### src/rtl/mips_pkg.sv
// Shared types and constants for the MIPS front end.
package mips_pkg;

  localparam int unsigned ADDR_W_DEF = 32;
  localparam int unsigned DATA_W_DEF = 32;

  // sll $0,$0,0
  localparam logic [31:0] NOP_INSTR = 32'h0000_0000;

  typedef enum logic [1:0] {
    REQ  = 2'd0,
    WAIT = 2'd1,
    HOLD = 2'd2
  } fetch_state_t;

endpackage

### src/rtl/ifid_reg.sv
// IF/ID pipeline register: load, hold on stall, invalidate on flush.
module ifid_reg
  import mips_pkg::*;
#(
  parameter int unsigned        ADDR_W = ADDR_W_DEF,
  parameter int unsigned        DATA_W = DATA_W_DEF,
  parameter logic [DATA_W-1:0]  NOP    = DATA_W'(NOP_INSTR)
) (
  input  logic              clk,
  input  logic              rst,
  input  logic              flush,
  input  logic              load,
  input  logic              stall,
  input  logic [DATA_W-1:0] load_instr,
  input  logic [ADDR_W-1:0] load_pc,
  output logic              valid,
  output logic [DATA_W-1:0] instr,
  output logic [ADDR_W-1:0] pc,
  output logic [ADDR_W-1:0] pc4
);

  // Flush beats load; an unstalled, unloaded register drains to invalid.
  always_ff @(posedge clk or posedge rst) begin
    if (rst) begin
      valid <= 1'b0;
      instr <= NOP;
      pc    <= '0;
      pc4   <= ADDR_W'(4);
    end else if (flush) begin
      valid <= 1'b0;
      instr <= NOP;
    end else if (load) begin
      valid <= 1'b1;
      instr <= load_instr;
      pc    <= load_pc;
      pc4   <= load_pc + ADDR_W'(4);
    end else if (!stall) begin
      valid <= 1'b0;
    end
  end

endmodule

### src/rtl/fetch_stage.sv
// Instruction fetch: one outstanding imem read, one-entry hold buffer,
// and drop tracking so reads issued before a redirect are discarded.
module fetch_stage
  import mips_pkg::*;
#(
  parameter int unsigned        ADDR_W = ADDR_W_DEF,
  parameter int unsigned        DATA_W = DATA_W_DEF,
  parameter logic [DATA_W-1:0]  NOP    = DATA_W'(NOP_INSTR)
) (
  input  logic              clk,
  input  logic              rst,
  input  logic [ADDR_W-1:0] pc,
  output logic              pc_en,
  output logic              imem_req,
  output logic [ADDR_W-1:0] imem_addr,
  input  logic              imem_ready,
  input  logic              imem_rvalid,
  input  logic [DATA_W-1:0] imem_rdata,
  input  logic              id_stall,
  input  logic              flush,
  output logic              ifid_valid,
  output logic [DATA_W-1:0] ifid_instr,
  output logic [ADDR_W-1:0] ifid_pc,
  output logic [ADDR_W-1:0] ifid_pc4
);

  fetch_state_t      state, state_d;
  logic              drop, drop_d;
  logic [ADDR_W-1:0] req_pc, req_pc_d;
  logic [ADDR_W-1:0] hold_pc, hold_pc_d;
  logic [DATA_W-1:0] hold_instr, hold_instr_d;
  logic              ifid_load;
  logic [DATA_W-1:0] ifid_load_instr;
  logic [ADDR_W-1:0] ifid_load_pc;

  // Request channel is combinational from state and pc; held low in reset.
  assign imem_addr = pc & ~ADDR_W'(3);
  assign imem_req  = (state == REQ) && !rst;
  assign pc_en     = imem_req && imem_ready;

  // Next-state, drop tracking, hold buffer and IF/ID load selection.
  always_comb begin
    state_d         = state;
    drop_d          = drop;
    req_pc_d        = req_pc;
    hold_pc_d       = hold_pc;
    hold_instr_d    = hold_instr;
    ifid_load       = 1'b0;
    ifid_load_instr = imem_rdata;
    ifid_load_pc    = req_pc;
    case (state)
      REQ: begin
        if (pc_en) begin
          req_pc_d = imem_addr;
          state_d  = WAIT;
          if (flush) drop_d = 1'b1;
        end
      end
      WAIT: begin
        if (imem_rvalid) begin
          drop_d  = 1'b0;
          state_d = REQ;
          if (!flush && !drop) begin
            if (!ifid_valid || !id_stall) begin
              ifid_load = 1'b1;
            end else begin
              hold_instr_d = imem_rdata;
              hold_pc_d    = req_pc;
              state_d      = HOLD;
            end
          end
        end else if (flush) begin
          drop_d = 1'b1;
        end
      end
      HOLD: begin
        if (flush) begin
          hold_instr_d = '0;
          hold_pc_d    = '0;
          state_d      = REQ;
        end else if (!id_stall) begin
          ifid_load       = 1'b1;
          ifid_load_instr = hold_instr;
          ifid_load_pc    = hold_pc;
          state_d         = REQ;
        end
      end
      default: state_d = REQ;
    endcase
  end

  // State, drop flag, request address and hold buffer registers.
  always_ff @(posedge clk or posedge rst) begin
    if (rst) begin
      state      <= REQ;
      drop       <= 1'b0;
      req_pc     <= '0;
      hold_pc    <= '0;
      hold_instr <= '0;
    end else begin
      state      <= state_d;
      drop       <= drop_d;
      req_pc     <= req_pc_d;
      hold_pc    <= hold_pc_d;
      hold_instr <= hold_instr_d;
    end
  end

  ifid_reg #(
    .ADDR_W (ADDR_W),
    .DATA_W (DATA_W),
    .NOP    (NOP)
  ) u_ifid_reg (
    .clk        (clk),
    .rst        (rst),
    .flush      (flush),
    .load       (ifid_load),
    .stall      (id_stall),
    .load_instr (ifid_load_instr),
    .load_pc    (ifid_load_pc),
    .valid      (ifid_valid),
    .instr      (ifid_instr),
    .pc         (ifid_pc),
    .pc4        (ifid_pc4)
  );

endmodule
### config.mk
export PLATFORM = sky130hd
export DESIGN_NAME = fetch_stage
export DESIGN_NICKNAME = d
export VERILOG_FILES = /design/src/rtl/mips_pkg.sv /design/src/rtl/ifid_reg.sv /design/src/rtl/fetch_stage.sv
export SDC_FILE = /design/constraint.sdc
export NUM_CORES = 1
export LEC_CHECK = 0
export ABC_AREA = 1
export CAP_MARGIN = 25
export CORE_MARGIN = 2
export CORE_UTILIZATION = 55
export DETAILED_ROUTE_END_ITERATION = 16
export PLACE_DENSITY = 0.86
export SYNTH_ARGS = -nofsm -noshare
export SYNTH_HDL_FRONTEND = slang
export SYNTH_SLANG_ARGS = --single-unit
### constraint.sdc
create_clock -name clk -period 25.6 [get_ports clk]
set_clock_uncertainty 0.15 [all_clocks]
set_input_delay 7.68 -clock clk [delete_from_list [all_inputs] [get_ports clk]]
set_output_delay 7.68 -clock clk [all_outputs]
set_load 0.05 [all_outputs]
==> impl_metrics.env <==
export IMPL_status="complete, no violations"
export IMPL_portBuffers=192
export IMPL_dp_hpwl_mm=15.3
export IMPL_num_fill_cells=1260
export IMPL_vias=7917
export IMPL_slowest_stage="clkdlybuf4s50_1"
export IMPL_worst_pin_slew_ns=0.836
export IMPL_p_leak_nw=5.62
export IMPL_worst_path_buf_inv=4
export IMPL_ctsResizeCount=0
export IMPL_num_rows=47
export IMPL_gp_congestion=0.904
export IMPL_syn_inst=1104
export IMPL_holdCritStartpoint="hold_pc[8]$_DFFE_PP0P_"
export IMPL_max_slew_margin=0.442
export IMPL_cts_made_buffers=17
export IMPL_regToRegStartpoint="state[0]$_DFFE_PP0P_"
export IMPL_chipWidth_um=133
export IMPL_first_global_vias=7440
export IMPL_cts_buffer_depth=2
export IMPL_ys_async_sr_fraction=1.00
export IMPL_powerDensity_nw_per_um2=108
export IMPL_layout_nets=1309
export IMPL_initial_utilization=0.556
export IMPL_postCtsHoldBufs=0
export IMPL_yosys_top_cells_area="dfrtp_1, nand2_1, nand3_1"
export IMPL_firstDrtPassIters=6
export IMPL_htree_num_levels=4
export IMPL_via_per_inst=5.40
export IMPL_drv_cap=0
export IMPL_post_drt_wl_per_cell_um=15.5
export IMPL_ys_flop_type="dfrtp_1"
export IMPL_final_common_cell="nand2_1"
export IMPL_area_growth_pct=25.9
export IMPL_slew_violations=0
export IMPL_crit_chain="clkdlybuf4s50_1 -> inv_6 -> and3_1 -> buf_4 -> clkdlybuf4s50_1"
export IMPL_grt_ovfl_total=0
export IMPL_clock_sinks=188
export IMPL_start_kind="input port"
export IMPL_setup_viol=0
export IMPL_most_common_layout_cells="nand2_1, clkdlybuf4s50_1, dfrtp_1"
export IMPL_ant_nets=0
export IMPL_yosysTopAreaCell="dfrtp_1"
export IMPL_wirelength_mm=22.7
export IMPL_end_kind="output port"
export IMPL_hold_class="register to register"
export IMPL_tritoncts="done"
export IMPL_cts_setup_buffers=0
export IMPL_ys_seq_elements=188
export IMPL_clock_fmax_ghz=0.0559
export IMPL_rsz0062_at_grt="no"
export IMPL_vdd_ir_drop_max_uv=65.7
export IMPL_synth_top_area_frac=0.513
export IMPL_crit_required_ns=17.77
export IMPL_clk_pin_slew_worst_paths_ns=0.07
export IMPL_crit_family="buffers and inverters"
export IMPL_cpPeakStageDelay_ns=0.88
export IMPL_ys_types=39
export IMPL_syn_avg_cell_area_um2=8.26
export IMPL_worstPathMaxFanout=60
export IMPL_path_class="input port to output port"
export IMPL_grt_pass1_wl_mm=37.4
export IMPL_cp_common_cell="clkdlybuf4s50_1"
export IMPL_critPathLaunch="rst"
export IMPL_ys_seq_area_frac=0.516
export IMPL_antenna_found_initial=0
export IMPL_drive_above_1_share=0.0770
export IMPL_die_area_um2=17600
export IMPL_fin_crit_ns=17.90
export IMPL_core_um2=16400
export IMPL_clock_latency_ns=0.44
export IMPL_hold_viol_final=0
export IMPL_yosysWarnings=0
export IMPL_drc=0
export IMPL_die_h_um=133
export IMPL_grt_max_degree=85
export IMPL_pin_count=201
export IMPL_whs_ns=0.323
export IMPL_drt_iter0_drc=864
export IMPL_cts_root_buf="clkbuf_16"
export IMPL_finalSetupTns_ns=0
export IMPL_grt_total_usage=0.264
export IMPL_synthesis_area_um2=9120
export IMPL_worstPathArrival_ns=10.07
export IMPL_period_share=0.699
export IMPL_synth_edff_count=0
export IMPL_diodes=0
-- cells in the mapped netlist (all sizes together) (3+ instances only) --
library cell and instances:
ha 5, inv 67, nand2 354, o21bai 3, o31ai 10, buf 59
clkbuf 38, o211ai 3, nand3 148, a21oi 23, nor2 81, nand4 4
xor2 4, mux2i 14, o21ai 88, a31oi 5, dfrtp 187
-- final cells by class --
type | instances | area (um^2) | area share
inverter | 67 | 258 | 0.0225
multi-input combinational | 757 | 3630 | 0.316
sequential | 188 | 4710 | 0.410
tap | 220 | 275 | 0.0240
clock buffer | 17 | 425 | 0.0371
timing repair buffer | 203 | 2050 | 0.179
clock inverter | 15 | 134 | 0.0117
-- report_power, final --
part / switching [W] / internal, W / total, W
logic: 0.000365 / 0.000168 / 0.000532
registers: 0.0000626 / 0.000399 / 0.000461
clock network: 0.000122 / 0.000128 / 0.000250
total: 0.000550 / 0.000694 / 0.00124
-- sequential cells by signal, summed over array words and instances (netlist names), 2 cells and up --
register,count
state,2
u_ifid_reg.pc4,30
hold_pc,30
hold_instr,32
u_ifid_reg.pc,30
u_ifid_reg.instr,32
req_pc,30
-- through the flow --
stage / cell area [um^2] / util / power [W] / instances / worst slack [ns]
final: 11500 / 0.699 / 0.00124 / 1467 / 7.70
after global routing: 11500 / 0.699 / 0.00131 / 1467 / 7.49
after CTS: 11400 / 0.695 / 0.00124 / 1464 / 7.65
after detailed placement: 10800 / 0.661 / 0.000994 / 1432 / 7.66
after global placement: 10800 / 0.661 / 0.000978 / 1432 / 7.68
after floorplan: 9140 / - / 0.000815 / 1109 / 4.85
-- cell families (layout without fill, tap and decap cells) --
group | after synthesis | count (layout) | share of synthesized area
AOI/OAI and AO/OA | 137 | 137 | 0.0819
xor gates and xnor gates | 4 | 4 | 0.00384
adders and majority gates | 5 | 5 | 0.00686
buffers and inverters | 164 | 302 | 0.0907
DFF | 188 | 188 | 0.516
muxes | 15 | 15 | 0.0166
other | 1 | 6 | 0.000411
and+or+nand+nor | 590 | 590 | 0.283
-- tightest hold or removal path, delay by kind of cell (launching register included) --
family,cells,cell delay (ns)
flip-flops,1,0.35
AND/OR/NAND/NOR,2,0.09
-- worst paths after layout --
path                                                  end  slack (ns)  cells past startpoint
setup reg to reg           u_ifid_reg.pc4[28]$_DFFE_PP0P_       21.87                     10
max in group asynchronous  u_ifid_reg.pc4[16]$_DFFE_PP0P_       16.51                      3
hold reg to reg                    hold_pc[8]$_DFFE_PP0P_        0.32                      2
setup / recovery                                    pc_en        7.70                      5
hold / removal                     hold_pc[8]$_DFFE_PP0P_        0.32                      2
min in group asynchronous           req_pc[3]$_DFFE_PP0P_        7.56                      2
-- per-layer routing --
| layer | up-vias | GRT usage | part of all wire |
|---|---|---|---|
| met5 | - | 0 | 0 |
| met4 | 0 | 0.102 | 0.024 |
| met3 | 40 | 0.0352 | 0.070 |
| met2 | 363 | 0.386 | 0.45 |
| met1 | 3726 | 0.402 | 0.45 |
| li1 | 3788 | - | - |
Power figures use the tool's default switching activity.
